**src/rtl/imem_loader_pkg.sv**
```systemverilog
// Shared definitions for the instruction-memory boot loader.
package imem_loader_pkg;

  typedef enum logic [2:0] {
    ST_IDLE  = 3'd0,
    ST_LEN   = 3'd1,
    ST_DATA  = 3'd2,
    ST_CSUM  = 3'd3,
    ST_DONE  = 3'd4,
    ST_ERROR = 3'd5
  } state_t;

  localparam int          FRAME_LEN_BYTES = 4;
  localparam int          WORD_BYTES      = 4;
  localparam logic [7:0]  CSUM_GOOD       = 8'h00;

endpackage

```
**src/rtl/imem_loader_byte_packer.sv**
```systemverilog
// Big-endian byte-to-word packer shared by the length field and the data words.
module byte_packer
  import imem_loader_pkg::*;
(
  input  logic        clk,
  input  logic        rst_n,
  input  logic        clear,
  input  logic        byte_en,
  input  logic        capture,
  input  logic [7:0]  byte_in,
  output logic [31:0] word_next,
  output logic        last,
  output logic [31:0] word,
  output logic        word_valid
);

  logic [23:0] shift_q;
  logic [1:0]  cnt_q;
  logic [1:0]  last_idx;

  assign last_idx  = capture ? 2'(WORD_BYTES - 1) : 2'(FRAME_LEN_BYTES - 1);
  assign word_next = {shift_q, byte_in};
  assign last      = byte_en && (cnt_q == last_idx);

  // word only updates on captured data words so it holds between writes
  always_ff @(posedge clk or negedge rst_n) begin
    if (!rst_n) begin
      shift_q    <= '0;
      cnt_q      <= '0;
      word       <= '0;
      word_valid <= 1'b0;
    end else begin
      word_valid <= last && capture;
      if (last && capture)
        word <= word_next;
      if (clear) begin
        cnt_q <= '0;
      end else if (byte_en) begin
        shift_q <= word_next[23:0];
        cnt_q   <= cnt_q + 2'd1;
      end
    end
  end

endmodule

```
**src/rtl/imem_loader.sv**
```systemverilog
// Boot loader: parses a length/data/checksum frame and writes instruction memory.
module imem_loader
  import imem_loader_pkg::*;
#(
  parameter int DEPTH = 256,
  parameter int CNT_W = 32
) (
  input  logic             clk,
  input  logic             rst_n,
  input  logic             start,
  input  logic [7:0]       in_data,
  input  logic             in_valid,
  output logic             in_ready,
  output logic             imem_we,
  output logic [31:0]      imem_addr,
  output logic [31:0]      imem_wdata,
  output logic             cpu_rst,
  output logic             done,
  output logic             error,
  output logic [CNT_W-1:0] words_loaded
);

  state_t           state;
  logic [7:0]       acc;
  logic [CNT_W-1:0] len_n;
  logic [CNT_W-1:0] rx_words;
  logic [CNT_W-1:0] word_idx;
  logic             xfer;
  logic             start_ok;
  logic             pk_en;
  logic             pk_last;
  logic [31:0]      pk_next;

  assign in_ready     = (state == ST_LEN) || (state == ST_DATA) || (state == ST_CSUM);
  assign xfer         = in_valid && in_ready;
  assign start_ok     = start && ((state == ST_IDLE) || (state == ST_DONE) || (state == ST_ERROR));
  assign pk_en        = xfer && (state != ST_CSUM);
  assign words_loaded = word_idx;

  byte_packer u_packer (
    .clk        (clk),
    .rst_n      (rst_n),
    .clear      (start_ok),
    .byte_en    (pk_en),
    .capture    (state == ST_DATA),
    .byte_in    (in_data),
    .word_next  (pk_next),
    .last       (pk_last),
    .word       (imem_wdata),
    .word_valid (imem_we)
  );

  always_ff @(posedge clk or negedge rst_n) begin
    if (!rst_n) begin
      state     <= ST_IDLE;
      acc       <= '0;
      len_n     <= '0;
      rx_words  <= '0;
      word_idx  <= '0;
      imem_addr <= '0;
      cpu_rst   <= 1'b1;
      done      <= 1'b0;
      error     <= 1'b0;
    end else begin
      if (imem_we)
        word_idx <= word_idx + CNT_W'(1);
      case (state)
        ST_IDLE, ST_DONE, ST_ERROR: begin
          if (start) begin
            state    <= ST_LEN;
            acc      <= '0;
            rx_words <= '0;
            word_idx <= '0;
            cpu_rst  <= 1'b1;
            done     <= 1'b0;
            error    <= 1'b0;
          end
        end
        ST_LEN: begin
          if (xfer) begin
            acc <= acc ^ in_data;
            // decide on the 4th byte itself so an oversize frame errors next cycle
            if (pk_last) begin
              len_n <= CNT_W'(pk_next);
              if (pk_next > 32'(DEPTH)) begin
                state <= ST_ERROR;
                error <= 1'b1;
              end else if (pk_next == 32'd0) begin
                state <= ST_CSUM;
              end else begin
                state <= ST_DATA;
              end
            end
          end
        end
        ST_DATA: begin
          if (xfer) begin
            acc <= acc ^ in_data;
            if (pk_last) begin
              imem_addr <= 32'(rx_words) << 2;
              rx_words  <= rx_words + CNT_W'(1);
              if (rx_words + CNT_W'(1) == len_n)
                state <= ST_CSUM;
            end
          end
        end
        ST_CSUM: begin
          if (xfer) begin
            if ((acc ^ in_data) == CSUM_GOOD) begin
              state   <= ST_DONE;
              done    <= 1'b1;
              cpu_rst <= 1'b0;
            end else begin
              state <= ST_ERROR;
              error <= 1'b1;
            end
          end
        end
        default: state <= ST_IDLE;
      endcase
    end
  end

endmodule

```
**config.mk**
```make
export PLATFORM = sky130hd
export DESIGN_NAME = imem_loader
export DESIGN_NICKNAME = d
export VERILOG_FILES = /design/src/rtl/imem_loader_pkg.sv /design/src/rtl/imem_loader_byte_packer.sv /design/src/rtl/imem_loader.sv
export SDC_FILE = /design/constraint.sdc
export NUM_CORES = 1
export LEC_CHECK = 0
export CAP_MARGIN = 5
export CORE_ASPECT_RATIO = 0.9
export CORE_MARGIN = 3
export CORE_UTILIZATION = 61
export DETAILED_ROUTE_END_ITERATION = 8
export GPL_ROUTABILITY_DRIVEN = 0
export PLACE_DENSITY = 0.86
export SETUP_SLACK_MARGIN = 0.4
export SLEW_MARGIN = 20
export SYNTH_ARGS = -nofsm -noshare
export SYNTH_HDL_FRONTEND = slang
export SYNTH_SLANG_ARGS = --single-unit
```
**constraint.sdc**
```tcl
create_clock -name clk -period 5.3 [get_ports clk]
set_input_delay 1.06 -clock clk [delete_from_list [all_inputs] [get_ports clk]]
set_output_delay 1.06 -clock clk [all_outputs]
set_load 0.01 [all_outputs]
```
Word-level counts from Yosys, hierarchy flattened
Index checks and enable logic that the tools add are counted.

Bits in registers: 199. Latch bits: 0. RAM bits: 0. ROM bits: 0. Output and inout port bits: 101. Word-level logic and storage cells: 102. Memories: 0.

Add/sub/neg operators: 3. Multiply operators: 0. Divide/modulo/power cells: 0. Order comparisons: 1. Equal/unequal tests: 19. Shift operators: 0. Multiplexer cells: 37. Bitwise gates (word level): 2. Reduce and logical (&&, ||, !) cells: 27.

Operators by type and width (count): $mux W32 (6); $add A32 B1 Y32 const B (2); $pmux W32 S2 (1); $eq A32 B32 Y1 (1); $gt A32 B9 Y1 const B (1); $logic_not A32 Y1 (1); $mux W3 (8); $mux W8 (2); $pmux W8 S2 (1); $ne A2 B2 Y1 const B (7); $reduce_and A7 Y1 (2); $mux W1 (13); $pmux W3 S4 (1); $reduce_and A3 Y1 (3); $logic_not A8 Y1 (1); $ne A2 B1 Y1 const B (4); $reduce_and A4 Y1 (2); $reduce_bool A2 Y1 (4); $xor A8 B8 Y8 (1); $eq A3 B2 Y1 const B (2); $eq A3 B3 Y1 const B (2); $logic_and A1 B1 Y1 (5); $logic_or A1 B1 Y1 (4); $mux W2 (2); other kinds (12) (13).

Depth between registers and ports, before layout
Depth after elaboration: 9. Gate-level depth with buffers: 11. Gate-level depth less buffers: 9.

By module
Synthesis repeated with hierarchy kept, for this count alone.

Cell total of the unflattened synthesis: 956. Area, all modules: 9794.4 um^2.

By module, submodules not included: imem_loader (times used 1, cells an instance 818, area each 7474.7 um^2, sequential area each 3504.6 um^2); byte_packer (times used 1, cells an instance 138, area each 2319.7 um^2, sequential area each 1476.4 um^2).

Worst setup path after synthesis
OpenSTA, ideal clock, no wires.

Path type: register -> register. From: register rx_words[0]. To: register state[0]. Setup time: 127 ps. Arrival: 2902 ps. Required time: 5173 ps. Slack: 2271 ps. Stages on the path, launching flop included: 11. Buffers on the path: 1. Period minus slack after synthesis: 3029 ps. Path through: dfrtp_1 ha_1 nand3_1 or3_1 buf_6 nor3_4 nor3b_1 or4_1 nor4_1 a41o_1 mux2_1.

Longest elaborated chain between the ends: 4.

Ends and longest elaborated chain: start: declaration (RTL line imem_loader.sv:26) `logic [CNT_W-1:0] rx_words;`; start signal: assignment (RTL line imem_loader.sv:101) `rx_words <= rx_words + CNT_W'(1);`; $add A32 B1 Y32 (RTL line imem_loader.sv:102) `if (rx_words + CNT_W'(1) == len_n)`; $eq A32 B32 Y1 (RTL line imem_loader.sv:102); $ne A2 B2 Y1 (no source line); $reduce_and A7 Y1 (no source line); end signal: assignment (RTL line imem_loader.sv:103) `state <= ST_CSUM;`; end signal: assignment (RTL line imem_loader.sv:110) `state <= ST_DONE;`; end signal: assignment (RTL line imem_loader.sv:114) `state <= ST_ERROR;`; end: declaration (RTL line imem_loader.sv:23) `state_t state;`.

Every way passes these cells. A chain may end at the register's enable or synchronous reset.

Worst setup path after layout
Same ends and word-level chain as after synthesis.

==> reports/summary.log <==
qor: critical_path.timing.critical_path.from_type flip-flop
qor: logic_synthesis.synth.largest_area_cell sky130_fd_sc_hd__dfrtp_1
qor: route.drtIter0Drc 848
qor: power.internal-power 0.002892 W
qor: timing.grt_setup_unrepaired no
qor: logic_synthesis.top_cell_type_s_share_of_synthesized_area 0.5197
qor: finish.antenna_fix_cells 0
qor: power.seqPwrFrac 0.490
qor: power.power.switching 0.001485 W
qor: place.dpl.cell_count 1305
qor: power.combinationalPowerShare 0.234
qor: place.pre_cts_setup_slack 1.740 ns
qor: finish.final_standard_cell_count_with_taps_included_and_fillers_excluded 1337
qor: logic_synthesis.syn_area 0.009534 mm²
qor: critical_path.critical_path.slowest_cell sky130_fd_sc_hd__or3_1
qor: critical_path.cpLargestDelayFamily simple AND/OR/NAND/NOR gates
qor: logic_synthesis.synth_edf_count 0
qor: clock_network.cts_tree built
qor: die.placement_rows 42
qor: timing.timing.fmax 0.2854 GHz
qor: logic_synthesis.syn_inst 1049
qor: global_routing.track_usage 0.2775
qor: timing.report.final.slew_viol_count 0
qor: timing.layout_min_cycle_time 3.504 ns
qor: finish.drive_above_1_share 0.07726
qor: clock_network.clk-insertion-delay-late 0.44 ns
qor: die.start_util 0.6344
qor: power.p_sw_frac 0.3393
qor: logic_synthesis.yosys.cell_types.count 61
qor: logic_synthesis.ys.flop_type sky130_fd_sc_hd__dfrtp_1
qor: place.detailedPlacementHpwl 15.32 mm
qor: global_routing.grt_pass1_vias 7487
qor: critical_path.worstPathBufferInverterCount 0
qor: clock_network.postCtsHoldBufs 0
qor: logic_synthesis.synth_seq_area_share 0.5224
qor: run_status.status finished, final reports clean
qor: clock_network.tritoncts.num_buffers 17
qor: critical_path.critPathMaxFanout 8
qor: route.routedWlPerCell 17.29 µm
qor: route.drtAntennaViolNets 0
qor: timing.final-setup-viol-count 0
qor: critical_path.timing.critical_path.arrival 3.83 ns
qor: place.placement.io_buffers 110
qor: power.pwr_density_cell 388.8 mW/mm²
qor: timing.period_share 0.6612
qor: route.drc 0
qor: critical_path.path_cells ha_1 > nand3_1 > or3_1 > nor3_4 > nor3b_1 > or4_1 > nor4_1 > a41o_1 > mux2_1
qor: clock_network.number_of_setup_buffers_added_after_cts 0
qor: logic_synthesis.yosys-top-cells-area sky130_fd_sc_hd__dfrtp_1 52%, sky130_fd_sc_hd__nand2_1 12%, sky130_fd_sc_hd__o21ai_0 4.3%, sky130_fd_sc_hd__xor2_1 4.0%, sky130_fd_sc_hd__mux2_2 3.8%
qor: die.top_level_ports 113
qor: critical_path.crit_path_max_incr_delay 0.52 ns
qor: finish.layout.nets 1141
qor: timing.timing.clock.skew 0.008277 ns
qor: timing.setup_tns 0 ns
qor: route.wl 23.12 mm
qor: logic_synthesis.syn-mean-instance-area 9.089 µm²
qor: clock_network.clock_path_buffers 2
qor: critical_path.setup.worst_path.end_class flip-flop
qor: power.leakagePower 5.263 nW
qor: timing.timing_hold_violations_final 0
qor: global_routing.grt-ovfl-total 0
qor: power.clockPowerShare 0.276
qor: clock_network.clk_transition_reported_paths 0.07 ns
qor: timing.worst_pin_slew 1.097 ns
qor: global_routing.grt_antenna_before_repair 0
qor: finish.final_common_cell sky130_fd_sc_hd__nand2_1
qor: critical_path.crit_type flip-flop to flip-flop
qor: logic_synthesis.synthesis.yosys.warnings 0
qor: route.routed-via-count 7980
qor: route.vias_per_cell 5.969
qor: route.drtPass1Iterations 5
qor: die.die_area 0.01717 mm²
qor: timing.relSlewSlack 0.2645
qor: clock_network.cts-root-buf sky130_fd_sc_hd__clkbuf_16
qor: timing.layout_setup_ws 1.796 ns
qor: clock_network.clock_sink_count 199
qor: finish.mostFrequentLayoutCells 314 x sky130_fd_sc_hd__nand2_1, 198 x sky130_fd_sc_hd__dfrtp_1, 109 x sky130_fd_sc_hd__clkdlybuf4s50_1
qor: finish.area_growth_syn_to_layout 18.10%
qor: global_routing.grt_first_pass_wirelength 37.89 mm
qor: worst_hold_path.timing.hold.worst.class flip-flop to flip-flop
qor: power.vdd.ir_drop.worst 0.0003491 V
qor: die.floorplan.core_area 0.01503 mm²
qor: clock_network.cts_htree_levels 4
qor: run.max_cap_violations 0
qor: die.die-height 124.6 µm
qor: logic_synthesis.asyncSetResetFlopFracSynth 1.000
qor: clock_network.post_cts_resize_count 0
qor: die.die_w 137.8 µm
qor: global_routing.largest_net_degree_at_the_start_of_global_routing 122
qor: logic_synthesis.ys_ff_latch 199
qor: critical_path.critical_path_required 5.62 ns
-- cells in the mapped netlist (3+ instances only) --
cell	instances
sky130_fd_sc_hd__nand2_1	314
sky130_fd_sc_hd__dfrtp_1	198
sky130_fd_sc_hd__o21ai_0	81
sky130_fd_sc_hd__nor2_1	68
sky130_fd_sc_hd__clkbuf_1	48
sky130_fd_sc_hd__xor2_1	44
sky130_fd_sc_hd__mux2_2	32
sky130_fd_sc_hd__xnor2_1	32
sky130_fd_sc_hd__nand3_1	28
sky130_fd_sc_hd__a21oi_1	27
sky130_fd_sc_hd__nor4_1	18
sky130_fd_sc_hd__nand4_1	16
sky130_fd_sc_hd__nor3_1	13
sky130_fd_sc_hd__o31ai_1	10
sky130_fd_sc_hd__and4_1	9
sky130_fd_sc_hd__inv_1	9
sky130_fd_sc_hd__and3_1	8
sky130_fd_sc_hd__buf_2	8
sky130_fd_sc_hd__a31oi_1	7
sky130_fd_sc_hd__nor2b_1	6
sky130_fd_sc_hd__or3_1	6
sky130_fd_sc_hd__nor3b_1	5
sky130_fd_sc_hd__nand2b_1	4
sky130_fd_sc_hd__and2_0	3
sky130_fd_sc_hd__and2_1	3
sky130_fd_sc_hd__buf_4	3
sky130_fd_sc_hd__ha_1	3
sky130_fd_sc_hd__o2111ai_1	3
sky130_fd_sc_hd__o41ai_1	3
-- per-layer routing --
| layer | vias to the layer above | share of wire | global-route usage | wire (µm) |
|---|---|---|---|---|
| li1 | 3697 | - | - | - |
| met1 | 3885 | 0.45 | 0.4200 | 10340 |
| met2 | 344 | 0.45 | 0.3935 | 10440 |
| met3 | 54 | 0.074 | 0.06260 | 1720 |
| met4 | 0 | 0.027 | 0.1023 | 622 |
| met5 | - | 0 | 0 | 0 |
-- worst min-delay path, delay by kind of cell (launching register included) --
| family | cells | cell delay (ns) |
|---|---|---|
| DFF | 1 | 0.34 |
| and+or+nand+nor | 2 | 0.11 |
-- cells by family (layout without fill, tap and decap cells) --
logic type	count (synthesis)	count (layout)	synth area share
fa+ha+maj	3	3	0.003937
simple gates	513	513	0.2390
other cells	1	2	0.0003933
buf+inv	73	162	0.03189
compound gates	149	149	0.09147
xor+xnor	76	76	0.06982
mux	35	35	0.04108
flops	199	199	0.5224
-- power by group through the flow --
| stage | clock network (W) | logic (W) | registers (W) |
|---|---|---|---|
| after global routing | 0.00128 | 0.00113 | 0.00217 |
| final | 0.00121 | 0.00103 | 0.00214 |
| after detailed placement | 0 | 0.00101 | 0.00215 |
| after floorplan | 0 | 0.000694 | 0.00203 |
| after CTS | 0.00123 | 0.00102 | 0.00213 |
| after global placement | 0 | 0.000973 | 0.00214 |
-- state kept, by name, summed over array words and instances, names as in the netlist --
register	count
u_packer.word	32
done	1
u_packer.word_valid	1
u_packer.shift_q	24
rx_words	32
len_n	32
acc	8
state	3
words_loaded	32
error	1
u_packer.cnt_q	2
imem_addr	30
cpu_rst	1
-- cell type report --
type                            count  area [µm²]
Sequential cell                   199        4981
Timing Repair Buffer              120        1180
Fill cell                        1076        3770
Clock inverter                     12       101.3
Multi-Input combinational cell    778        4265
Tap cell                          198       247.7
Inverter                           10       37.54
Clock buffer                       20       446.7
-- stage by stage --
stage | hold WS [ns] | instance area [µm²] | power [W] | util
finish | 0.4758 | 11260 | 0.004377 | 0.7492
global route | 0.4971 | 11260 | 0.004592 | 0.7492
CTS | 0.4792 | 11260 | 0.004377 | 0.7492
detailed placement | 0.4620 | 10710 | 0.003157 | 0.7127
global placement | 0.4572 | 10710 | 0.003114 | 0.7127
floorplan | 0.4674 | 9538 | 0.002722 | -
-- worst paths after layout --
path | start | endpoint | slack (ns) | depth (start not counted)
max in group asynchronous | rst_n | imem_addr[18] | 3.37 | 2
worst max-delay path | rx_words[0] | state[0] | 1.80 | 9
worst min register to register | imem_addr[20] | imem_addr[20] | 0.48 | 2
min in group asynchronous | rst_n | imem_addr[10] | 0.73 | 1
worst max register to register | rx_words[0] | state[0] | 1.80 | 9
worst min-delay path | imem_addr[20] | imem_addr[20] | 0.48 | 2
No activity file was read; power rests on OpenSTA's default activity.
